`config.mk`:
```
export PLATFORM = sky130hd
export DESIGN_NAME = mont_mult_arbiter
export DESIGN_NICKNAME = d
export VERILOG_FILES = /design/src/rtl/mont_mult_arbiter.sv
export SDC_FILE = /design/constraint.sdc
export NUM_CORES = 1
export LEC_CHECK = 0
export BUFFER_PORTS_ARGS = -buffer_cell sky130_fd_sc_hd__clkbuf_2
export CAP_MARGIN = 20
export CORE_AREA = 10 10 149 151
export CTS_CLUSTER_DIAMETER = 120
export DETAILED_ROUTE_END_ITERATION = 8
export DIE_AREA = 0 0 159 161
export GPL_TIMING_DRIVEN = 1
export PLACE_DENSITY = 0.69
export SLEW_MARGIN = 0
export SYNTH_ARGS = -nofsm -noshare
export SYNTH_HDL_FRONTEND = slang
export SYNTH_SLANG_ARGS = --single-unit
```
`constraint.sdc`:
```
create_clock -name i_clk -period 11.7 [get_ports i_clk]
set_input_delay 3.51 -clock i_clk [delete_from_list [all_inputs] [get_ports i_clk]]
set_output_delay 3.51 -clock i_clk [all_outputs]
set_load 0.05 [all_outputs]
```
`src/rtl/mont_mult_arbiter.sv`:
```
// mont_mult_arbiter: round-robin sharing of one bit-serial
// Montgomery multiplier among NREQ field-arithmetic requesters.
//
// Ports:
//   i_clk, i_rst         clock, async active-high reset
//   req[NREQ]            request levels, held until own gnt bit
//   opa/opb[NREQ*SIZE]   operands, requester k at [k*SIZE +: SIZE]
//   gnt[NREQ]            one-hot pulse: operands captured
//   rsp_valid[NREQ]      one-hot pulse: result on rsp_data
//   rsp_data[SIZE]       product (0 on timeout)
//   rsp_err              response is a timeout abort
//   busy                 high outside IDLE
//   err_timeout          sticky timeout flag
//   mult_start           start pulse to the multiplier
//   mult_in_0/1[SIZE]    registered multiplier operands
//   mult_out[SIZE]       multiplier result
//   mult_done            multiplier done pulse
module mont_mult_arbiter #(
  parameter int NREQ    = 4,
  parameter int SIZE    = 32,
  parameter int TIMEOUT = 63
) (
  input  logic                 i_clk,
  input  logic                 i_rst,
  input  logic [NREQ-1:0]      req,
  input  logic [NREQ*SIZE-1:0] opa,
  input  logic [NREQ*SIZE-1:0] opb,
  output logic [NREQ-1:0]      gnt,
  output logic [NREQ-1:0]      rsp_valid,
  output logic [SIZE-1:0]      rsp_data,
  output logic                 rsp_err,
  output logic                 busy,
  output logic                 err_timeout,
  output logic                 mult_start,
  output logic [SIZE-1:0]      mult_in_0,
  output logic [SIZE-1:0]      mult_in_1,
  input  logic [SIZE-1:0]      mult_out,
  input  logic                 mult_done
);

  localparam int IW = (NREQ > 1) ? $clog2(NREQ) : 1;
  localparam int CW = $clog2(TIMEOUT + 1);
  localparam logic [NREQ-1:0] ONE = {{(NREQ-1){1'b0}}, 1'b1};

  typedef enum logic [1:0] {
    S_IDLE,
    S_ISSUE,
    S_WAIT,
    S_RESP
  } state_t;

  state_t          state_q;
  logic [IW-1:0]   owner_q;
  logic [IW-1:0]   owner_d;
  logic [IW-1:0]   last_q;
  logic [CW-1:0]   cnt_q;
  logic [NREQ-1:0] gnt_q;
  logic [NREQ-1:0] rsp_valid_q;
  logic [SIZE-1:0] rsp_data_q;
  logic            rsp_err_q;
  logic            busy_q;
  logic            err_to_q;
  logic            start_q;
  logic [SIZE-1:0] in0_q;
  logic [SIZE-1:0] in1_q;
  logic            found;
  int              k;

  // Search begins one past the last owner, so the
  // requester just served ends up with lowest priority.
  always_comb begin
    owner_d = last_q;
    found   = 1'b0;
    k       = 0;
    for (int i = 1; i <= NREQ; i++) begin
      k = (int'(last_q) + i) % NREQ;
      if (!found && req[k[IW-1:0]]) begin
        found   = 1'b1;
        owner_d = k[IW-1:0];
      end
    end
  end

  always_ff @(posedge i_clk or posedge i_rst) begin
    if (i_rst) begin
      state_q     <= S_IDLE;
      owner_q     <= '0;
      last_q      <= IW'(NREQ - 1);
      cnt_q       <= '0;
      gnt_q       <= '0;
      rsp_valid_q <= '0;
      rsp_data_q  <= '0;
      rsp_err_q   <= 1'b0;
      busy_q      <= 1'b0;
      err_to_q    <= 1'b0;
      start_q     <= 1'b0;
      in0_q       <= '0;
      in1_q       <= '0;
    end else begin
      gnt_q       <= '0;
      rsp_valid_q <= '0;
      start_q     <= 1'b0;
      unique case (state_q)
        S_IDLE: begin
          if (|req) begin
            owner_q <= owner_d;
            in0_q   <= opa[int'(owner_d)*SIZE +: SIZE];
            in1_q   <= opb[int'(owner_d)*SIZE +: SIZE];
            gnt_q   <= ONE << owner_d;
            start_q <= 1'b1;
            busy_q  <= 1'b1;
            state_q <= S_ISSUE;
          end
        end
        S_ISSUE: begin
          cnt_q   <= '0;
          state_q <= S_WAIT;
        end
        S_WAIT: begin
          // done wins over a same-cycle timeout
          if (mult_done) begin
            rsp_data_q  <= mult_out;
            rsp_err_q   <= 1'b0;
            rsp_valid_q <= ONE << owner_q;
            state_q     <= S_RESP;
          end else if (cnt_q == CW'(TIMEOUT - 1)) begin
            rsp_data_q  <= '0;
            rsp_err_q   <= 1'b1;
            err_to_q    <= 1'b1;
            rsp_valid_q <= ONE << owner_q;
            state_q     <= S_RESP;
          end else begin
            cnt_q <= cnt_q + CW'(1);
          end
        end
        S_RESP: begin
          last_q  <= owner_q;
          busy_q  <= 1'b0;
          state_q <= S_IDLE;
        end
        default: state_q <= S_IDLE;
      endcase
    end
  end

  assign gnt         = gnt_q;
  assign rsp_valid   = rsp_valid_q;
  assign rsp_data    = rsp_data_q;
  assign rsp_err     = rsp_err_q;
  assign busy        = busy_q;
  assign err_timeout = err_to_q;
  assign mult_start  = start_q;
  assign mult_in_0   = in0_q;
  assign mult_in_1   = in1_q;

endmodule

```
== Word level (Yosys, flattened, before mapping) ==
Cells that the tools add are included.
Cells by class
  add/sub/neg operators: 5
  magnitude comparators: 4
  equal/unequal tests: 8
  shift-type cells: 4
  muxes and demuxes: 35
  bitwise logic cells: 1
  reduce and logical (&&, ||, !) cells: 17
Operators by type and width (number)
  variable part select 128 x 8 -> 32 bit: 2
  2-to-1 mux 32 bit: 2
  2-to-1 mux 4 bit: 5
  2-to-1 mux 2 bit: 7
  < comparator 2 x 3 -> 1 bit (second input constant): 4
  2-to-1 mux 1 bit: 12
  2-to-1 mux 6 bit: 2
  case mux 6 bit (2 select lines): 1
  binary-select mux 1 bit (select 2 bit): 4
  case mux 2 bit (4 select lines): 1
  AND reduction 2 bit: 4
  << shifter 1 x 2 -> 4 bit (first input constant): 2
  adder 6 x 1 -> 6 bit (second input constant): 1
  == test 6 bit (second input constant): 1
  inequality test 2 bit (second input constant): 3
  AND reduction 3 bit: 2
  nonzero test 2 bit: 3
  adder 2 x 1 -> 2 bit (second input constant): 2
  adder 2 bit (second input constant): 2
  == test 2 bit (second input constant): 2
  OR reduction 4 bit: 1
  logical AND 1 bit: 3
  zero test 1 bit: 3
  inequality test 3 bit (second input constant): 1
  other kinds (4): 4
Storage, ports and cells
  register bits after elaboration: 120
  input bits: 295
  output and inout bits: 108
  word-level logic and storage cells: 87

== Longest topological paths before layout ==
Gate-level depths: netlist (run 1).
  depth after elaboration: 16
  depth in mapped cells: 9

== Worst setup path after synthesis (run 1) ==
OpenSTA, ideal clock, no wires.
  kind: in2reg
  start point: input port req[0]
  end point: register in1_q[1] (netlist: mult_in_1[1])
  library setup time: 0.134 ns
  arrival: 4.672 ns
  required time: 11.566 ns
  setup slack: 6.894 ns
  stages on the path: 8
  path buffers: 3
  cells stage by stage: nand2b_1 a21o_1 and3_1 buf_4 buf_6 buf_2 a211oi_2 a211oi_2
On the way
  cells in the longest elaborated chain, start to end: 13
Ends and longest elaborated chain
  start: declaration: line 25  | input logic [NREQ-1:0] req,
  binary-select mux 1 bit (select 2 bit): line 77  | if (!found && req[k[IW-1:0]]) begin
  2-to-1 mux 1 bit (not written as such): line 77
  2-to-1 mux 1 bit: line 77
  zero test 1 bit: line 77
  logical AND 1 bit: line 77
  2-to-1 mux 1 bit: line 77
  zero test 1 bit: line 77
  logical AND 1 bit: line 77
  2-to-1 mux 1 bit: line 77
  zero test 1 bit: line 77
  logical AND 1 bit: line 77
  2-to-1 mux 2 bit: line 77
  variable part select 128 x 8 -> 32 bit: line 108  | in1_q <= opb[int'(owner_d)*SIZE +: SIZE];
  end signal: assignment: line 108
  end: declaration: line 65  | logic [SIZE-1:0] in1_q;
Parallel ways exist; a longest one is shown, timed or not. The select of a mux whose other input is x is not followed.
A chain may end at the register's enable or synchronous reset.

== Final worst setup path (run 1) ==
  start point: input port req[0]
  end point: register in1_q[28] (netlist: mult_in_1[28])
The elaborated chain is that of the path after synthesis.

==> impl_metrics.toml, run 1 <==
[global_route]
grt_max_degree = 78
grt.overflow.total = 0
first_global_vias = 7582
grt_pass1_wl_um = 43280
antenna_found_initial = 0
track_usage = 0.2101

[clock_tree]
clock_latency_ps = 420
cts_tree = "built"
clk_pin_slew_ps = 60
cts_buffers = 17
root_buffer = "clkbuf_16"
cts_resized = 0
htreeDepth = 4
hold_buffers = 0
clock_sinks = 120
post_cts_buffers = 0
clockBufferDepth = 2

[placed_design]
gp_congestion = 0.8337
dp_slack_ps = 4634
place_area_mm2 = 0.009254
port_buffers = 402
dp_hpwl_um = 20580

[finish]
area_growth_pct = 38.53
fin_nets = 1418
final_cell_mix = "clkbuf_2, dfrtp_1, a211oi_2, nor2_1, nand2_1"
design_area_mm2 = 0.009906
drive_gt1_frac = 0.4735
diodes = 0
mostFrequentLayoutCell = "clkbuf_2"

[pwr]
p_switching_uw = 1602
ir_drop_mv = 0.1288
p_int_uw = 1418
p_per_area_mw_per_mm2 = 304.9
seq_power_share = 0.242
p_sw_frac = 0.5304
power_uw = 3020
combPwrFrac = 0.583
leakage_uw = 0.004999
clkPwrFrac = 0.176

[setup_path]
r2r-start = "last_q[1]$_DFFE_PP1P_"
startpoint_type = "input port"
cp-end-kind = "register"
rrSetupSlack_ps = 7660
r2r_cells = 7
cp-endpoint = "mult_in_1[28]$_DFFE_PP0P_"
cp-startpoint = "req[0]"
crit_type = "in -> reg"
arrival_ps = 6920
rr_endpoint = "mult_in_1[28]$_DFFE_PP0P_"
critPathMaxFanout = 67
required_ps = 11940

[sta]
tns_ps = 0
post-route-worst-setup-slack_ps = 5023
hold_violations = 0
fin_crit_ps = 6677
maxSlewViolCount = 0
timing.final.crit_share = 0.5707
rsz0062_at_grt = "false"
worst_pin_slew_ps = 1081
setup_viol = 0
fmax_mhz = 149.8
relSlewSlack = 0.2793
clock_skew_ps = 13.78

[logic_synthesis]
syn-cell-area_mm2 = 0.007151
synth_cell_types = 38
ys.flop_type = "dfrtp_1"
synth_fp_nets = 1052
synth-seq-area-share = 0.4203
synthCells = 751
synth_seq_cells = 120
async_flop_share = 1.000
yosysWarnings = 0
synth_area_per_cell_um2 = 9.521
synth_edf_count = 0

[floorplan]
rows = 51
dieArea_mm2 = 0.02560
initial_core_util = 0.3723
io_pins = 403
core_mm2 = 0.01921
die_h_um = 161
dieWidth_um = 159

[route]
wl_um = 28170
routed-via-count = 7158
ant_nets = 0
wire_per_inst_um = 20.19
drt_iter0_drc = 429
vias_per_cell = 5.131
drtPass1Iterations = 5
drc = 0

[worst_hold_path]
hold_class = "reg -> reg"

[outcome]
status = "finished clean"

[flow_run]
drv_cap = 0
==> worst min-delay path by stage <==
stage	cells past startpoint	slack (ps)	from	end
floorplan	1	450	owner_q[0]$_DFFE_PP0P_	rsp_valid[2]$_DFF_PP0_
global placement	1	460	err_timeout$_DFFE_PP0P_	err_timeout$_DFFE_PP0P_
detailed placement	1	490	err_timeout$_DFFE_PP0P_	err_timeout$_DFFE_PP0P_
CTS	1	500	owner_q[0]$_DFFE_PP0P_	rsp_valid[2]$_DFF_PP0_
global route	1	510	err_timeout$_DFFE_PP0P_	err_timeout$_DFFE_PP0P_
finish	1	500	err_timeout$_DFFE_PP0P_	err_timeout$_DFFE_PP0P_
==> cells in the mapped netlist, drive strengths merged, types with 3 or more instances <==
cell type / instances / share of area
clkbuf: 38 / 0.020
nor2: 75 / 0.040
nand2: 73 / 0.038
dfrtp: 118 / 0.41
inv: 72 / 0.038
mux2i: 64 / 0.090
xor2: 4 / 0.0049
and3: 4 / 0.0035
a31oi: 65 / 0.057
buf: 29 / 0.030
a211oi: 130 / 0.19
ha: 6 / 0.010
nand3: 6 / 0.0049
o21ai: 39 / 0.027
and2: 3 / 0.0026
nand2b: 4 / 0.0039
==> sequential cells by signal, summed over array words and instances (netlist names) <==
| register | count |
|---|---|
| state_q | 2 |
| rsp_valid | 4 |
| mult_in_1 | 32 |
| rsp_data | 32 |
| cnt_q | 6 |
| rsp_err | 1 |
| owner_q | 2 |
| busy | 1 |
| err_timeout | 1 |
| mult_start | 1 |
| mult_in_0 | 32 |
| gnt | 4 |
| last_q | 2 |
==> metrics by stage <==
stage | std cells | util | hold WS, ps
finish | 1395 | 0.5157 | 497.9
floorplan | 751 | - | 447.7
CTS | 1393 | 0.5129 | 498.2
global route | 1395 | 0.5157 | 510.3
global placement | 1360 | 0.4804 | 458.5
detailed placement | 1361 | 0.4818 | 485.8
==> kinds of logic (layout without fill, tap and decap cells) <==
kind of cell | Yosys count | after routing | share of synthesized area
and+or+nand+nor | 174 | 174 | 0.1015
buffers and inverters | 139 | 518 | 0.08784
DFF | 120 | 120 | 0.4203
muxes | 66 | 66 | 0.09274
xor gates and xnor gates | 4 | 4 | 0.004899
adders and majority gates | 6 | 6 | 0.01050
AOI/OAI and AO/OA | 242 | 242 | 0.2822
==> routing by layer <==
metal,part of all wire,global-route usage
met4,0.018,0.06024
met3,0.077,0.06584
met2,0.51,0.3588
met5,0,0
met1,0.39,0.2495
==> worst max-delay path, cell delays in order <==
cell,delay [ps]
clkbuf_2,130
nand2b_1,110
a21o_2,110
buf_4,590
and3_4,980
buf_4,950
mux2i_1,320
a211oi_2,100
==> layout make-up <==
cell class	instances	area, um^2
inverters	72	272.8
well taps	265	331.6
repair buffers	414	2162
flip-flops and latches	120	3005
clock buffers	19	452.9
multi-input cells	492	3537
clock inverters	13	143.9
fillers	1816	9301
==> power by group through the flow <==
stage                     registers, uW  clock network [uW]  logic (uW)
after global routing                753                 560        1890
after CTS                           729                 543        1780
final                               730                 530        1760
after detailed placement            731                   0        1780
after global placement              729                   0        1750
after floorplan                    1310                   0         771
(Power assumes the default switching activity.)
==> run 2: changes to the inputs <==
==> constraint.sdc (replaced) <==
create_clock -name i_clk -period 6.5 [get_ports i_clk]
set_input_delay 1.95 -clock i_clk [delete_from_list [all_inputs] [get_ports i_clk]]
set_output_delay 1.95 -clock i_clk [all_outputs]
set_load 0.05 [all_outputs]
==> impl_metrics.toml, run 2 (synthesized netlist as in run 1, its figures left out) <==
[floorplan]
core_mm2 = 0.01921
die_h_um = 161
rows = 51
dieWidth_um = 159
io_pins = 403
dieArea_mm2 = 0.02560
initial_core_util = 0.3723

[sta]
fmax_mhz = 260.8
post-route-worst-setup-slack_ps = 2665
whs_ps = 483.8
worst_pin_slew_ps = 982.1
maxSlewViolCount = 0
fin_crit_ps = 3835
clock_skew_ps = 11.48
hold_violations = 0
tns_ps = 0
relSlewSlack = 0.3437
timing.final.crit_share = 0.5899
rsz0062_at_grt = "false"
setup_viol = 0

[clock_tree]
hold_buffers = 0
clock_latency_ps = 420
root_buffer = "clkbuf_16"
clockBufferDepth = 2
cts_tree = "built"
post_cts_buffers = 0
cts_resized = 0
htreeDepth = 4
cts_buffers = 17
clk_pin_slew_ps = 60
clock_sinks = 120

[setup_path]
crit_type = "in -> reg"
startpoint_type = "input port"
arrival_ps = 4080
cp-end-kind = "register"
critPathMaxFanout = 46
required_ps = 6750
path_cells = "clkbuf_2 -> nand2b_1 -> a21o_2 -> and3_4 -> buf_4 -> mux2i_1 -> a211oi_1"
slowest_delay_ps = 680
cp_slowest_cell = "and3_4"

[pwr]
p_int_uw = 2617
ir_drop_mv = 0.3486
clkPwrFrac = 0.181
p_per_area_mw_per_mm2 = 553.2
leakage_uw = 0.005015
seq_power_share = 0.239
p_switching_uw = 2887
combPwrFrac = 0.581
p_sw_frac = 0.5245

[finish]
register_area_mm2 = 0.003005
final_cell_mix = "clkbuf_2, dfrtp_1, a211oi_2, nor2_1, nand2_1"
mostFrequentLayoutCell = "clkbuf_2"
stdcell_count = 1395
fin_nets = 1419
design_area_mm2 = 0.009950
fill_cells = 1799
multi_input_area_mm2 = 0.003537
diodes = 0
area_growth_pct = 39.14
drive_gt1_frac = 0.4708

[placed_design]
dp_slack_ps = 2259
dp_cells = 1362
port_buffers = 402
dp_hpwl_um = 20890
gp_congestion = 0.8145
place_area_mm2 = 0.009286

[route]
drc = 0
vias_per_cell = 5.202
routed-via-count = 7257
wire_per_inst_um = 20.23
drtPass1Iterations = 5
ant_nets = 0
wl_um = 28220
drt_iter0_drc = 564

[flow_run]
drv_cap = 0

[global_route]
antenna_found_initial = 0
first_global_vias = 7433
grt.overflow.total = 0
grt_pass1_wl_um = 42930
track_usage = 0.2094
grt_max_degree = 84

[worst_hold_path]
hold_class = "reg -> reg"

[outcome]
status = "finished clean"
[run 2: cell count changes in the layout (fill, tap and decap cells not counted), sizes merged]
| cell | change |
|---|---|
| bufinv | +2 |
| clkbuf | +2 |
| clkinv | -2 |
| clkinvlp | -1 |
| inv | -1 |
[run 2: final timing paths]
kind / startpoint / endpoint / slack, ps / depth (start not counted)
max: req[0] / mult_in_0[28]$_DFFE_PP0P_ / 2670 / 7
min: err_timeout$_DFFE_PP0P_ / err_timeout$_DFFE_PP0P_ / 480 / 1
max reg2reg: last_q[1]$_DFFE_PP1P_ / mult_in_0[28]$_DFFE_PP0P_ / 3720 / 6
min reg2reg: err_timeout$_DFFE_PP0P_ / err_timeout$_DFFE_PP0P_ / 480 / 1
max in group asynchronous: i_rst / last_q[1]$_DFFE_PP1P_ / 3800 / 4
min in group asynchronous: i_rst / rsp_data[12]$_DFFE_PP0P_ / 1490 / 2
[run 2: power groups by stage]
stage | sequential (uW) | clock [uW] | combinational, uW
after floorplan | 2350 | 0 | 1390
after global placement | 1310 | 0 | 3170
after detailed placement | 1320 | 0 | 3230
after CTS | 1310 | 1020 | 3230
after global routing | 1360 | 1050 | 3410
final | 1310 | 994 | 3200
[run 2: per-layer routing]
layer | share of wire | track usage
met1 | 0.40 | 0.2535
met2 | 0.50 | 0.3492
met3 | 0.081 | 0.06075
met4 | 0.026 | 0.07329
met5 | 0 | 0
[run 2: worst max-delay path, delay by kind of cell]
| family | cells | cell delay [ps] |
|---|---|---|
| AOI/OAI and AO/OA | 2 | 240 |
| buffers and inverters | 2 | 710 |
| and+or+nand+nor | 2 | 790 |
| muxes | 1 | 290 |
[run 2: final cells by class]
cell class / instances / share of cell area
clock buffer: 20 / 0.04389
clock inverter: 11 / 0.01748
inverter: 72 / 0.02741
multi-input combinational: 492 / 0.3555
sequential: 120 / 0.3021
tap: 265 / 0.03332
timing repair buffer: 415 / 0.2203
[run 2: per-stage QoR]
| stage | total power [uW] | util |
|---|---|---|
| after global placement | 4479 | 0.4821 |
| after CTS | 5556 | 0.5153 |
| after detailed placement | 4546 | 0.4835 |
| final | 5504 | 0.5180 |
| after global routing | 5814 | 0.5180 |
| after floorplan | 3740 | - |
